File: config.mk
export PLATFORM = sky130hd
export DESIGN_NAME = pipeline_stage_array
export DESIGN_NICKNAME = d
export VERILOG_FILES = /design/src/rtl/pipeline_pkg.sv /design/src/rtl/pipe_stage.sv /design/src/rtl/pipeline_stage_array.sv
export SDC_FILE = /design/constraint.sdc
export NUM_CORES = 1
export LEC_CHECK = 0
export CORE_MARGIN = 4
export CORE_UTILIZATION = 25
export CTS_CLUSTER_DIAMETER = 100
export CTS_CLUSTER_SIZE = 8
export DETAILED_ROUTE_END_ITERATION = 8
export PLACE_DENSITY = 0.49
export SYNTH_ARGS = -nofsm -noshare
export SYNTH_HDL_FRONTEND = slang
export SYNTH_SLANG_ARGS = --single-unit
export TNS_END_PERCENT = 50
File: constraint.sdc
create_clock -name clock -period 2.4 [get_ports clock]
set_input_delay 0.48 -clock clock [delete_from_list [all_inputs] [get_ports clock]]
set_output_delay 0.48 -clock clock [all_outputs]
set_load 0.05 [all_outputs]
File: src/rtl/pipeline_pkg.sv
// rtl/pipeline_pkg.sv - shared constants and helpers for the pipeline stage array
package pipeline_pkg;

    localparam int DEFAULT_WIDTH = 64;
    localparam int DEFAULT_DEPTH = 4;

    localparam logic [DEFAULT_WIDTH-1:0] NOP = '0;

    function automatic int occ_width(input int depth);
        return $clog2(depth + 1);
    endfunction

endpackage

File: src/rtl/pipe_stage.sv
// rtl/pipe_stage.sv - one payload register plus valid bit with load and kill controls
module pipe_stage
    import pipeline_pkg::*;
#(
    parameter int WIDTH = DEFAULT_WIDTH
) (
    input  logic             clock,
    input  logic             reset,
    input  logic             load,
    input  logic             kill,
    input  logic             next_valid,
    input  logic [WIDTH-1:0] next_data,
    output logic             valid,
    output logic [WIDTH-1:0] data
);

    // Load wins over kill so a new item entering a killed stage survives.
    always_ff @(posedge clock or negedge reset) begin
        if (!reset) begin
            valid <= 1'b0;
            data  <= WIDTH'(NOP);
        end else if (load) begin
            valid <= next_valid;
            data  <= next_valid ? next_data : WIDTH'(NOP);
        end else if (kill) begin
            valid <= 1'b0;
            data  <= WIDTH'(NOP);
        end
    end

endmodule

File: src/rtl/pipeline_stage_array.sv
// rtl/pipeline_stage_array.sv - DEPTH-stage valid/ready pipeline with per-stage flush
// PIPE_BUBBLE_COLLAPSE_EN selects per-stage accept (bubbles collapse) over one shared advance.
module pipeline_stage_array
    import pipeline_pkg::*;
#(
    parameter int WIDTH = DEFAULT_WIDTH,
    parameter int DEPTH = DEFAULT_DEPTH
) (
    input  logic                         clock,
    input  logic                         reset,
    input  logic                         in_valid,
    input  logic [WIDTH-1:0]             in_data,
    output logic                         in_ready,
    output logic                         out_valid,
    output logic [WIDTH-1:0]             out_data,
    input  logic                         out_ready,
    input  logic [DEPTH-1:0]             flush_mask,
    output logic [occ_width(DEPTH)-1:0]  occupancy
);

    localparam int OCC_W = occ_width(DEPTH);

    logic [DEPTH-1:0] valid;
    logic [DEPTH-1:0] live;
    logic [DEPTH-1:0] load;
    logic [DEPTH-1:0] next_valid;
    logic [WIDTH-1:0] data      [DEPTH];
    logic [WIDTH-1:0] next_data [DEPTH];

    assign live = valid & ~flush_mask;

`ifdef PIPE_BUBBLE_COLLAPSE_EN
    // A stage accepts when it is empty or being killed, or when its successor accepts.
    always_comb begin
        logic acc;
        load = '0;
        acc  = out_ready;
        for (int i = DEPTH - 1; i >= 0; i--) begin
            acc     = ~live[i] | acc;
            load[i] = acc;
        end
    end
`else
    logic advance;
    assign advance = ~valid[DEPTH-1] | out_ready | flush_mask[DEPTH-1];
    assign load    = {DEPTH{advance}};
`endif

    always_comb begin
        next_valid   = '0;
        next_valid[0] = in_valid;
        next_data[0]  = in_data;
        for (int i = 1; i < DEPTH; i++) begin
            next_valid[i] = live[i-1];
            next_data[i]  = data[i-1];
        end
    end

    for (genvar i = 0; i < DEPTH; i++) begin : g_stage
        pipe_stage #(
            .WIDTH (WIDTH)
        ) u_stage (
            .clock      (clock),
            .reset      (reset),
            .load       (load[i]),
            .kill       (flush_mask[i]),
            .next_valid (next_valid[i]),
            .next_data  (next_data[i]),
            .valid      (valid[i]),
            .data       (data[i])
        );
    end

    assign in_ready  = load[0];
    assign out_valid = live[DEPTH-1];
    assign out_data  = data[DEPTH-1];

    always_comb begin
        occupancy = '0;
        for (int i = 0; i < DEPTH; i++) begin
            occupancy = occupancy + OCC_W'(valid[i]);
        end
    end

endmodule

==> impl_results.md, run 1 <==
* Outcome: finished, violations left
* Violations in the final reports: negative setup slack
* Synth Area per Inst at 14.16 um^2
* Core Footprint at 0.04232 mm^2
* Design Power at 10.01 mW
* YS warnings at 0
* DRC errors left at 0
* Final Net Count at 887
* CP top delay family: adder cells
* H-tree depth at 2
* Drt first-iter violations at 432
* Setup repair after global routing missed its margin: yes
* CTS root buf: sky130_fd_sc_hd__clkbuf_16
* Count of input and output buffers at 140
* CP peak stage delay at 540 ps
* Leakage power figure at 5.518 nW
* Hold endpoint: g_stage[3].u_stage.data[54]
* Register-to-Register Setup Slack at 350 ps
* Initial antenna violation count at 0
* Flip-flop and latch count after synthesis at 260
* Netlist cell types at 18
* Remaining global-route overflow at 0
* Total clock buffers created by CTS at 38
* Fillers at 4209
* Ant diodes at 0
* Post-synth top area share at 0.6014
* TritonCTS clock tree: done
* Final cell count without fillers at 1392
* Max-Slew Margin vs Limit at 0.3390
* Total routing usage reported by global routing at 0.1217
* Routed length per placed instance at 20.60 um
* Synthesis-to-layout area growth at 24.07%
* Required time at the worst-slack endpoint at 1920 ps
* Met1 demand-to-capacity share in global routing at 0.1602
* Count of nets left with antenna violations after detail routing at 0
* Via count of the first global-routing pass at 7639
* DP Cell Count at 1346
* Worst Max-Slew Pin Slew at 989.5 ps
* Final Hold Slack at 451.4 ps
* Utilization after layout at 0.3172
* Hold path startpoint: flush_mask[3]
* Maximum operating frequency at 0.3962 GHz
* Reg-to-reg startpoint: g_stage[3].u_stage.valid
* Total via count in the routed design at 7113
* Placement row count at 75
* Startpoint class of the critical path: flip-flop
* CP bufs+invs at 3
* Setup-failing EPs final at 2
* Final period demand of the worst path at 2524 ps
* Vias per cell at 5.110
* Post-Layout Inst Area at 0.01342 mm^2
* Final critical-path share of the clock period at 1.052
* Overall die width at 216.0 um
* Die ar. at 0.04667 mm^2
* WP depth at 6
* Max-cap check violation count at 0
* Met2 usage in global routing at 0.2024
* Classification of the worst-slack hold path: input port to flip-flop
* Final count of pins violating max slew at 0
* Worst ir drop on vdd at 387.6 uV
* Count of boundary I/O pins at 141
* Top fanout value on the critical path at 2
* Skew final at 10.78 ps
* Total Routed Length at 28680 um
* Routing usage on met3 at 0.02560
* Standard cell with the maximum stage delay on the critical path: sky130_fd_sc_hd__fa_1
* Total clock sinks at 260
* Critical Path Sink Type: primary output
* Power density over the cells at 745.5 mW/mm^2
* Estimated wirelength of the detail-placed design at 17120 um
* Dominant cells by area after synthesis: sky130_fd_sc_hd__dfrtp_1 60%, sky130_fd_sc_hd__a32o_1 18%, sky130_fd_sc_hd__nor4bb_1 5.9%
* RD Place Congestion at 0.7078
* Area post-placement at 0.01231 mm^2
* Arrival time of data at the critical path endpoint at 2040 ps
* Cell-by-cell trace of the critical path: inv_2 > fa_1 > inv_2 > ha_4 > ha_4 > buf_12
* Die Ht at 216.0 um
* Wire length of the first global-routing pass at 46130 um
* Post-synthesis sequential area ratio at 0.6014
* Initial standard-cell utilization of the core at 0.2556
* Total count of hold-check failures in the final report at 0
* Maximum number of pins on one net before global-route repair at 128
* Placement-stage worst setup slack at 20.52 ps
* Cell area after synthesis at 0.01082 mm^2
* Worst Setup Path Type: flip-flop to primary output
* Clock-pin slew of the registers on the worst-case setup and hold paths at 50 ps
* Count of mapped cells out of synthesis at 764
* Share of layout cells above drive strength 1 at 0.1926
* Number of iterations in the first detailed-routing pass at 5
* Largest area contributor in the synthesized netlist: sky130_fd_sc_hd__dfrtp_1
* Max clock buf depth at 3
* Post-route worst setup slack at -124.2 ps
* Reg-to-reg critical path endpoint: g_stage[1].u_stage.data[16]
* Final-layout setup total negative slack at -146.2 ps
* Clock Latency Late Sink at 510 ps
* Global routing's busiest layer: met2
* Hold Path Stages at 3
* Syn Nets at 839
* Number of cells on the worst reg-to-reg path at 4
cell families after synthesis:
logic type / after synthesis / synth area share
DFF: 260 / 0.6014
AOI/OAI and AO/OA: 260 / 0.2323
and+or+nand+nor: 72 / 0.06453
adders and majority gates: 3 / 0.004163
buffers and inverters: 169 / 0.09761
timing repair:
| action | 4_1_cts | 5_1_grt |
|---|---|---|
| hold buffers | 1 | 0 |
| resized for setup | 6 | 0 |
| endpoints found under the hold margin | 65 | 0 |
| buffers inserted | 2 | 0 |
| setup endpoints to repair | 3 | 3 |
| pin swaps | 1 | 0 |
cell usage in the layout (no fill, tap or decap), drive strengths merged:
cell / netlist / final
inv: 6 / 6
a22o: 3 / 3
nor2: 1 / 1
ha: 2 / 2
nor4b: 3 / 3
or3b: 1 / 1
a32o: 192 / 192
nor2b: 3 / 3
nor4bb: 64 / 64
bufinv: 0 / 1
dfrtp: 260 / 260
clkdlybuf4s50: 0 / 131
dlygate4sd3: 0 / 1
fa: 1 / 1
o21ai: 1 / 1
buf: 109 / 39
clkbuf: 54 / 42
a31o: 64 / 64
worst reg2reg max path: stages (launching register included):
cell and delay [ps]:
sky130_fd_sc_hd__dfrtp_2 360, sky130_fd_sc_hd__buf_4 530, sky130_fd_sc_hd__nor4b_2 470, sky130_fd_sc_hd__buf_4 420, sky130_fd_sc_hd__a32o_1 210
registers in the layout, indices dropped and copies added (netlist names):
register / cells
g_stage.u_stage.valid: 4
g_stage.u_stage.data: 256
cells in the mapped netlist:
cell type,count
sky130_fd_sc_hd__buf_4,64
sky130_fd_sc_hd__buf_1,5
sky130_fd_sc_hd__o21ai_0,1
sky130_fd_sc_hd__a22o_1,3
sky130_fd_sc_hd__clkbuf_1,54
sky130_fd_sc_hd__fa_1,1
sky130_fd_sc_hd__buf_6,21
sky130_fd_sc_hd__inv_1,6
sky130_fd_sc_hd__a31o_2,64
sky130_fd_sc_hd__nor4b_1,3
sky130_fd_sc_hd__nor4bb_1,64
sky130_fd_sc_hd__ha_1,2
sky130_fd_sc_hd__buf_2,19
sky130_fd_sc_hd__or3b_1,1
sky130_fd_sc_hd__nor2_1,1
sky130_fd_sc_hd__a32o_1,192
sky130_fd_sc_hd__nor2b_1,3
sky130_fd_sc_hd__dfrtp_1,260
report_power, final:
part	switching, mW	internal (mW)	leakage, nW
clock network	1.77	3.08	0.521
registers	0.0596	4.49	3.54
logic	0.335	0.269	1.46
how the worst max path moves through the flow:
stage / startpoint / endpoint / slack, ps
after global placement: flush_mask[2] / g_stage[3].u_stage.data[24] / 40
after floorplan: g_stage[3].u_stage.valid / occupancy[1] / 60
final: g_stage[0].u_stage.valid / occupancy[1] / -120
after global routing: g_stage[0].u_stage.valid / occupancy[1] / -210
after detailed placement: flush_mask[2] / g_stage[3].u_stage.data[24] / 20
after CTS: g_stage[0].u_stage.valid / occupancy[1] / -170
final cells by class:
cell class                 count  area, um^2  area share
clock buffer                  42        1030     0.07672
multi-input combinational    335        3326      0.2478
timing repair buffer         171        1785      0.1330
tap                          577       721.9     0.05378
clock inverter                 1       30.03    0.002237
sequential                   260        6507      0.4848
inverter                       6       22.52    0.001678
routing by layer:
| metal | share of wire | up-vias | wire length, um |
|---|---|---|---|
| met2 | 0.49 | 139 | 13990 |
| li1 | - | 3145 | - |
| met3 | 0.039 | 37 | 1128 |
| met4 | 0.022 | 0 | 632 |
| met5 | 0 | - | 0 |
| met1 | 0.45 | 3792 | 12920 |
(Power assumes the default switching activity.)
==> inputs of run 2 (changes only) <==
--- a/config.mk
+++ b/config.mk
@@ -11,6 +11,7 @@
 export CTS_CLUSTER_SIZE = 8
 export DETAILED_ROUTE_END_ITERATION = 8
 export PLACE_DENSITY = 0.49
+export SETUP_SLACK_MARGIN = 0.5
 export SYNTH_ARGS = -nofsm -noshare
 export SYNTH_HDL_FRONTEND = slang
 export SYNTH_SLANG_ARGS = --single-unit
==> run 2 against run 1 <==
Against the previous run: the run still ends with negative setup slack left; sequential share of layout area down 0.54 points; register-to-register slack better by 250 ps; utilization up 0.35 points; via count up 0.62%; worst setup slack better by 1.9 ps; final area up 1.1%.
==> impl_results.md, run 2 (synthesis gave the netlist of run 1 again) <==
* Outcome: finished, violations left (unchanged)
* Violations in the final reports: negative setup slack (unchanged)
* CTS root buf: sky130_fd_sc_hd__clkbuf_16 (unchanged)
* Total clock sinks at 260 (unchanged)
* Most frequent cells in the layout: 259 x sky130_fd_sc_hd__dfrtp_1, 192 x sky130_fd_sc_hd__a32o_1, 67 x sky130_fd_sc_hd__clkdlybuf4s50_1, 64 x sky130_fd_sc_hd__nor4bb_1, 64 x sky130_fd_sc_hd__a31o_2 (was 259 x sky130_fd_sc_hd__dfrtp_1, 192 x sky130_fd_sc_hd__a32o_1, 131 x sky130_fd_sc_hd__clkdlybuf4s50_1, 64 x sky130_fd_sc_hd__nor4bb_1, 64 x sky130_fd_sc_hd__a31o_2)
* Maximum operating frequency at 0.3965 GHz (was 0.3962 GHz)
* Met1 demand-to-capacity share in global routing at 0.1634 (was 0.1602)
* Clock-pin slew of the registers on the worst-case setup and hold paths at 50 ps (about the same)
* CP bufs+invs at 3 (unchanged)
* Count of boundary I/O pins at 141 (unchanged)
* Setup-failing EPs final at 2 (unchanged)
* Classification of the worst-slack hold path: flip-flop to flip-flop (was input port to flip-flop)
* Ant diodes at 0 (unchanged)
* Fillers at 4181 (was 4209)
* Commonest non-fill, non-tap cell in the layout: sky130_fd_sc_hd__dfrtp_1 (unchanged)
* Cell-by-cell trace of the critical path: inv_2 > fa_1 > inv_2 > ha_4 > ha_4 > buf_12 (unchanged)
* Total Routed Length at 30840 um (was 28680 um)
* Maximum number of pins on one net before global-route repair at 107 (was 128)
* Required time at the worst-slack endpoint at 1920 ps (about the same)
* Core Footprint at 0.04232 mm^2 (unchanged)
* Die ar. at 0.04667 mm^2 (unchanged)
* Estimated wirelength of the detail-placed design at 17320 um (was 17120 um)
* Most flop-heavy register: g_stage.u_stage.data (unchanged)
* Share of layout cells above drive strength 1 at 0.2530 (was 0.1926)
* Internal power at 7.853 mW (was 7.843 mW)
* Critical Path Sink Type: primary output (unchanged)
* Setup repair after global routing missed its margin: yes (unchanged)
* Post-route worst setup slack at -122.2 ps (was -124.2 ps)
* Design Power at 10.04 mW (was 10.01 mW)
* Placement row count at 75 (unchanged)
* Area post-placement at 0.01235 mm^2 (was 0.01231 mm^2)
* Combinational share of power at 0.063 (was 0.060)
* Leakage power figure at 5.657 nW (was 5.518 nW)
* Top fanout value on the critical path at 2 (unchanged)
* Arrival time of data at the critical path endpoint at 2040 ps (about the same)
* Drt first-iter violations at 404 (was 432)
* Max-cap check violation count at 0 (unchanged)
* Final period demand of the worst path at 2522 ps (was 2524 ps)
* Total clock buffers created by CTS at 38 (unchanged)
* Worst ir drop on vdd at 350.6 uV (was 387.6 uV)
* Final Hold Slack at 486.5 ps (was 451.4 ps)
* Count of nets left with antenna violations after detail routing at 0 (unchanged)
* Standard cell with the maximum stage delay on the critical path: sky130_fd_sc_hd__fa_1 (unchanged)
* Final Net Count at 894 (was 887)
* TritonCTS clock tree: done (unchanged)
* Startpoint class of the critical path: flip-flop (unchanged)
* Largest registers in the final layout: g_stage.u_stage.data x256, g_stage.u_stage.valid x4 (unchanged)
* Net switching power at 2.189 mW (was 2.164 mW)
* Remaining global-route overflow at 0 (unchanged)
* CP top delay family: adder cells (unchanged)
* Global routing's busiest layer: met2 (unchanged)
* Utilization after layout at 0.3207 (was 0.3172)
* Total via count in the routed design at 7157 (was 7113)
* Max clock buf depth at 3 (unchanged)
* Number of cells on the worst reg-to-reg path at 5 (was 4)
* Max-Slew Margin vs Limit at 0.6513 (was 0.3390)
* Reg-to-reg startpoint: g_stage[3].u_stage.valid (unchanged)
* Total routing usage reported by global routing at 0.1278 (was 0.1217)
* DP Cell Count at 1345 (was 1346)
* Hold path startpoint: g_stage[2].u_stage.data[42] (was flush_mask[3])
* Routed length per placed instance at 22.05 um (was 20.60 um)
* Power density over the cells at 739.8 mW/mm^2 (was 745.5 mW/mm^2)
* CP peak stage delay at 540 ps (about the same)
* Share of total power in sequential cells at 0.453 (was 0.455)
* H-tree depth at 2 (unchanged)
* Vias per cell at 5.116 (was 5.110)
* Count of input and output buffers at 140 (unchanged)
* Final count of pins violating max slew at 0 (unchanged)
* Via count of the first global-routing pass at 7636 (was 7639)
* Switching power as a share of total power at 0.2180 (was 0.2162)
* Wire length of the first global-routing pass at 47720 um (was 46130 um)
* Total count of hold-check failures in the final report at 0 (unchanged)
* Worst Setup Path Type: flip-flop to primary output (unchanged)
* Placement-stage worst setup slack at 257.4 ps (was 20.52 ps)
* Overall die width at 216.0 um (unchanged)
* Final-layout setup total negative slack at -151.6 ps (was -146.2 ps)
* Largest register FFs at 256 (unchanged)
* Hold Path Stages at 1 (was 3)
* Worst Setup SP: g_stage[0].u_stage.valid (unchanged)
* Initial antenna violation count at 0 (unchanged)
* Met2 usage in global routing at 0.2161 (was 0.2024)
* RD Place Congestion at 0.7050 (was 0.7078)
* Die Ht at 216.0 um (unchanged)
* Final critical-path share of the clock period at 1.051 (was 1.052)
* Hold endpoint: g_stage[2].u_stage.data[42] (was g_stage[3].u_stage.data[54])
* Synthesis-to-layout area growth at 25.45% (was 24.07%)
* Skew final at 20.27 ps (was 10.78 ps)
* Initial standard-cell utilization of the core at 0.2556 (unchanged)
* Routing usage on met3 at 0.02883 (was 0.02560)
* Post-Layout Inst Area at 0.01357 mm^2 (was 0.01342 mm^2)
* DRC errors left at 0 (unchanged)
* Reg-to-reg critical path endpoint: g_stage[0].u_stage.data[47] (was g_stage[1].u_stage.data[16])
* Register-to-Register Setup Slack at 600 ps (was 350 ps)
* Worst Max-Slew Pin Slew at 523.0 ps (was 989.5 ps)
* Clock share of power at 0.484 (was 0.485)
* Final cell count without fillers at 1399 (was 1392)
* Number of iterations in the first detailed-routing pass at 4 (was 5)
* Clock Latency Late Sink at 510 ps (about the same)
## run 2: changes by cell type in the layout (fill, tap and decap cells not counted), moves of 3 or more
cell | previous run | this run
sky130_fd_sc_hd__clkdlybuf4s50_1 | 131 | 67
sky130_fd_sc_hd__buf_6 | 1 | 5
sky130_fd_sc_hd__clkbuf_2 | 0 | 15
sky130_fd_sc_hd__clkdlybuf4s15_1 | 0 | 20
sky130_fd_sc_hd__clkdlybuf4s15_2 | 0 | 27
sky130_fd_sc_hd__nor4b_4 | 0 | 3
sky130_fd_sc_hd__nor4b_2 | 3 | 0
sky130_fd_sc_hd__buf_4 | 23 | 17
## run 2: how the worst max path moves through the flow
| stage | endpoint | slack (ps) | depth (start not counted) |
|---|---|---|---|
| after detailed placement | g_stage[2].u_stage.data[20] | 260 | 4 |
| after global placement | g_stage[2].u_stage.data[17] | 300 | 4 |
| after floorplan | occupancy[1] | 340 | 6 |
| final | occupancy[1] | -120 | 6 |
| after CTS | occupancy[1] | -150 | 6 |
| after global routing | occupancy[1] | -180 | 6 |
## run 2: power by group through the flow
stage	Sequential, mW	Clock, mW	Combinational [mW]
CTS	4.55	5.05	0.643
global placement	4.62	0	0.613
finish	4.55	4.86	0.631
detailed placement	4.62	0	0.622
floorplan	4.60	0	0.268
global route	4.56	5.23	0.692
## run 2: what timing repair did
| item | 4_1_cts | 5_1_grt |
|---|---|---|
| setup endpoints to repair | 264 | 204 |
| gates resized for setup | 151 | 33 |
| pin swaps | 1 | 0 |
| hold endpoints to repair | 51 | 0 |
| buffers inserted | 4 | 1 |
| hold buffers | 1 | 0 |
| gates cloned | 2 | 3 |
## run 2: area by class of cell
cell class | instances | area [um^2] | share of cell area
inverter | 6 | 22.52 | 0.001659
clock inverter | 1 | 30.03 | 0.002212
tap | 577 | 721.9 | 0.05319
sequential | 260 | 6507 | 0.4794
clock buffer | 42 | 1030 | 0.07587
multi-input combinational | 337 | 3369 | 0.2482
timing repair buffer | 176 | 1892 | 0.1394
## run 2: per-layer routing
layer,wire (um),vias to the layer above
met5,0,-
met4,676,0
met3,1500,46
met2,15340,150
met1,13330,3796
li1,-,3165
==> inputs of run 3 (changes only) <==
--- a/config.mk
+++ b/config.mk
@@ -5,14 +5,16 @@
 export SDC_FILE = /design/constraint.sdc
 export NUM_CORES = 1
 export LEC_CHECK = 0
+export CAP_MARGIN = 10
 export CORE_MARGIN = 4
 export CORE_UTILIZATION = 25
 export CTS_CLUSTER_DIAMETER = 100
 export CTS_CLUSTER_SIZE = 8
 export DETAILED_ROUTE_END_ITERATION = 8
-export PLACE_DENSITY = 0.49
+export PLACE_DENSITY = 0.5
 export SETUP_SLACK_MARGIN = 0.5
 export SYNTH_ARGS = -nofsm -noshare
 export SYNTH_HDL_FRONTEND = slang
+export SYNTH_HIERARCHICAL = 1
 export SYNTH_SLANG_ARGS = --single-unit
 export TNS_END_PERCENT = 50
==> run 3 against run 2 <==
Against the previous run: the run still ends with negative setup slack left; sequential share of layout area increased by 1.7 points; first-iteration DRC count up 3.0%; synthesized cell count fell by 22%; die area is 13% lower; via count shrank 16%; utilization grew 3.6 points; flip-flop and latch count stayed put.
==> impl_results.md, run 3 <==
* RD Place Congestion at 0.7177 (was 0.7050)
* Maximum number of pins on one net before global-route repair at 67 (was 107)
* H-tree depth at 2 (unchanged)
* Die Ht at 201.8 um (was 216.0 um)
* Hold endpoint: g_stage[3].u_stage/data[21] (was g_stage[2].u_stage.data[42])
* Post-synthesis sequential area ratio at 0.6931 (was 0.6014)
* Final-layout setup total negative slack at -135.0 ps (was -151.6 ps)
* Top-count cell post-synth: sky130_fd_sc_hd__dfrtp_1 (unchanged)
* Hold path startpoint: g_stage[3].u_stage/data[21] (was g_stage[2].u_stage.data[42])
* Skew final at 16.59 ps (was 20.27 ps)
* Most common library cells after synthesis: 260 x sky130_fd_sc_hd__dfrtp_1, 248 x sky130_fd_sc_hd__a22o_1, 28 x sky130_fd_sc_hd__buf_6 (was 260 x sky130_fd_sc_hd__dfrtp_1, 192 x sky130_fd_sc_hd__a32o_1, 64 x sky130_fd_sc_hd__a31o_2, 64 x sky130_fd_sc_hd__buf_4, 64 x sky130_fd_sc_hd__nor4bb_1)
* Top fanout value on the critical path at 2 (unchanged)
* Reg-to-reg critical path endpoint: g_stage[1].u_stage/data[43] (was g_stage[0].u_stage.data[47])
* Total routing usage reported by global routing at 0.1170 (was 0.1278)
* Estimated wirelength of the detail-placed design at 14760 um (was 17320 um)
* Dominant cells by area after synthesis: sky130_fd_sc_hd__dfrtp_1 69%, sky130_fd_sc_hd__a22o_1 23%, sky130_fd_sc_hd__buf_6 3.4% (was sky130_fd_sc_hd__dfrtp_1 60%, sky130_fd_sc_hd__a32o_1 18%, sky130_fd_sc_hd__nor4bb_1 5.9%)
* Classification of the worst-slack hold path: flip-flop to flip-flop (unchanged)
* DRC errors left at 0 (unchanged)
* Commonest non-fill, non-tap cell in the layout: sky130_fd_sc_hd__dfrtp_1 (unchanged)
* Violations in the final reports: negative setup slack (unchanged)
* Total count of hold-check failures in the final report at 0 (unchanged)
* Initial standard-cell utilization of the core at 0.2552 (was 0.2556)
* Arrival time of data at the critical path endpoint at 2030 ps (was 2040 ps)
* Max-cap check violation count at 0 (unchanged)
* Final Net Count at 851 (was 894)
* Outcome: finished, violations left (unchanged)
* Number of cells on the worst reg-to-reg path at 9 (was 5)
* Register cell area after layout at 0.006506 mm^2 (was 0.006507 mm^2)
* Utilization after layout at 0.3564 (was 0.3207)
* Clock Latency Late Sink at 500 ps (was 510 ps)
* Top_reg_cell synth: sky130_fd_sc_hd__dfrtp_1 (unchanged)
* Reg-to-reg startpoint: g_stage[3].u_stage/valid (was g_stage[3].u_stage.valid)
* Ant diodes at 0 (unchanged)
* Count of mapped cells out of synthesis at 597 (was 764)
* Synthesis-to-layout area growth at 39.66% (was 25.45%)
* Count of input and output buffers at 140 (unchanged)
* Post-route worst setup slack at -113.5 ps (was -122.2 ps)
* Core Footprint at 0.03679 mm^2 (was 0.04232 mm^2)
* Number of iterations in the first detailed-routing pass at 4 (unchanged)
* Setup-failing EPs final at 2 (unchanged)
* Synth Area per Inst at 15.72 um^2 (was 14.16 um^2)
* Critical Path Sink Type: primary output (unchanged)
* Maximum operating frequency at 0.3979 GHz (was 0.3965 GHz)
* Netlist cell types at 15 (was 18)
* YS warnings at 6 (was 0)
* Vias per cell at 4.821 (was 5.116)
* Flip-flop and latch count after synthesis at 260 (unchanged)
* Max-Slew Margin vs Limit at 0.6225 (was 0.6513)
* Required time at the worst-slack endpoint at 1920 ps (about the same)
* Overall die width at 201.8 um (was 216.0 um)
* Power density over the cells at 751.0 mW/mm^2 (was 739.8 mW/mm^2)
* Most flop-heavy register: g_stage.u_stage/data (was g_stage.u_stage.data)
* Worst ir drop on vdd at 345.6 uV (was 350.6 uV)
* Post-synth top area share at 0.6931 (was 0.6014)
* Total clock sinks at 260 (unchanged)
* Final critical-path share of the clock period at 1.047 (was 1.051)
* Largest registers in the final layout: g_stage.u_stage/data x256, g_stage.u_stage/valid x4 (was g_stage.u_stage.data x256, g_stage.u_stage.valid x4)
* Design Power at 9.845 mW (was 10.04 mW)
* Routed length per placed instance at 22.60 um (was 22.05 um)
* Initial antenna violation count at 1 (was 0)
* Wire length of the first global-routing pass at 38010 um (was 47720 um)
* Count of nets left with antenna violations after detail routing at 0 (unchanged)
* Startpoint class of the critical path: flip-flop (unchanged)
* Max clock buf depth at 3 (unchanged)
* Total Routed Length at 28140 um (was 30840 um)
* Most frequent cells in the layout: 260 x sky130_fd_sc_hd__dfrtp_1, 248 x sky130_fd_sc_hd__a22o_1, 70 x sky130_fd_sc_hd__clkdlybuf4s50_1, 57 x sky130_fd_sc_hd__clkbuf_16, 30 x sky130_fd_sc_hd__dlygate4sd2_1 (was 259 x sky130_fd_sc_hd__dfrtp_1, 192 x sky130_fd_sc_hd__a32o_1, 67 x sky130_fd_sc_hd__clkdlybuf4s50_1, 64 x sky130_fd_sc_hd__nor4bb_1, 64 x sky130_fd_sc_hd__a31o_2)
* Total clock buffers created by CTS at 38 (unchanged)
* Register-to-Register Setup Slack at 360 ps (was 600 ps)
* CTS root buf: sky130_fd_sc_hd__clkbuf_16 (unchanged)
* Total via count in the routed design at 6002 (was 7157)
* Setup repair after global routing missed its margin: yes (unchanged)
* Number of enable-type register cells in the synthesized netlist at 0 (unchanged)
* Drt first-iter violations at 416 (was 404)
* Worst Setup Path Type: flip-flop to primary output (unchanged)
* Placement row count at 70 (was 75)
* Count of boundary I/O pins at 141 (unchanged)
* Multi-input combinational cell area at 0.002470 mm^2 (was 0.003369 mm^2)
* Final period demand of the worst path at 2514 ps (was 2522 ps)
* Cell area after synthesis at 0.009387 mm^2 (was 0.01082 mm^2)
* TritonCTS clock tree: done (unchanged)
* Largest register FFs at 256 (unchanged)
* Proportion of synthesized flip-flops having asynchronous set or reset at 1.000 (unchanged)
* Fillers at 3547 (was 4181)
* Largest area contributor in the synthesized netlist: sky130_fd_sc_hd__dfrtp_1 (unchanged)
* Worst Max-Slew Pin Slew at 566.2 ps (was 523.0 ps)
* Placement-stage worst setup slack at 130.6 ps (was 257.4 ps)
* Leakage power figure at 6.123 nW (was 5.657 nW)
* Syn Nets at 672 (was 839)
* Hold Path Stages at 1 (unchanged)
* Share of layout cells above drive strength 1 at 0.1763 (was 0.2530)
* Remaining global-route overflow at 0 (unchanged)
* Via count of the first global-routing pass at 6055 (was 7636)
* Die ar. at 0.04071 mm^2 (was 0.04667 mm^2)
* Final Hold Slack at 487.7 ps (was 486.5 ps)
* Clock-pin slew of the registers on the worst-case setup and hold paths at 50 ps (about the same)
* Final count of pins violating max slew at 0 (unchanged)
run 3: cell count changes after synthesis, sizes merged, moves of 3 or more:
cell	delta
clkbuf	-50
a32o	-184
nor2	+3
nor4b	-3
a22o	+245
a31o	-64
and2	+4
nor4bb	-64
a21o	+4
buf	-57
run 3: power breakdown:
part           switching, mW  leakage [nW]  total, mW  internal, mW
sequential            0.0603          3.54       4.55          4.49
combinational          0.288          2.08      0.579         0.291
clock                   1.77         0.499       4.71          2.95
run 3: how the worst max path moves through the flow:
stage	from	endpoint	slack [ps]	cells past startpoint
finish	g_stage[0].u_stage/valid	occupancy[1]	-110	6
global route	g_stage[1].u_stage/valid	occupancy[1]	-200	6
CTS	g_stage[0].u_stage/valid	occupancy[1]	-150	6
detailed placement	flush_mask[3]	g_stage[0].u_stage/data[40]	130	6
global placement	flush_mask[3]	g_stage[0].u_stage/data[27]	160	6
floorplan	g_stage[0].u_stage/valid	occupancy[1]	420	5
run 3: what timing repair did:
action / 4_1_cts / 5_1_grt
gates cloned: 0 / 22
gates resized for setup: 126 / 16
pin swaps: 0 / 84
hold endpoints to repair: 54 / 0
endpoints found under the setup margin: 69 / 255
buffers inserted: 1 / 7
hold buffers: 1 / 0
run 3: cell families (layout without fill, tap and decap cells):
group,after synthesis,after routing,share of synthesized area
AO/OA/AOI/OAI,260,260,0.2431
buffers and inverters,61,241,0.05105
AND/OR/NAND/NOR,13,13,0.007863
flip-flops,260,260,0.6931
adder cells (fa/ha/maj),3,3,0.004798
run 3: through the flow:
step                      area, um^2  instances
final                          13110       1245
after global routing           13110       1245
after CTS                      12450       1216
after detailed placement       11410       1173
after global placement         11410       1173
after floorplan                 9402        597
run 3: routing by layer:
metal | track usage | vias to the layer above | wire length (um) | part of all wire
met5 | 0 | - | 13 | 0.00046
met4 | 0.03003 | 2 | 448 | 0.016
met3 | 0.03546 | 38 | 1568 | 0.056
met2 | 0.1721 | 155 | 12880 | 0.46
met1 | 0.1688 | 3111 | 13220 | 0.47
li1 | - | 2696 | - | -
run 3: cell type report:
cell class / instances / area share
Clock buffer: 39 / 0.07445
Multi-Input combinational cell: 276 / 0.1884
Clock inverter: 2 / 0.002959
Tap cell: 468 / 0.04467
Sequential cell: 260 / 0.4963
Inverter: 5 / 0.001432
Timing Repair Buffer: 195 / 0.1918
run 3: critical path, stage by stage, from the launching register on:
cell and delay, ps:
sky130_fd_sc_hd__dfrtp_1 350, sky130_fd_sc_hd__inv_2 40, sky130_fd_sc_hd__fa_1 550, sky130_fd_sc_hd__inv_2 50
sky130_fd_sc_hd__ha_4 160, sky130_fd_sc_hd__ha_4 260, sky130_fd_sc_hd__buf_12 120
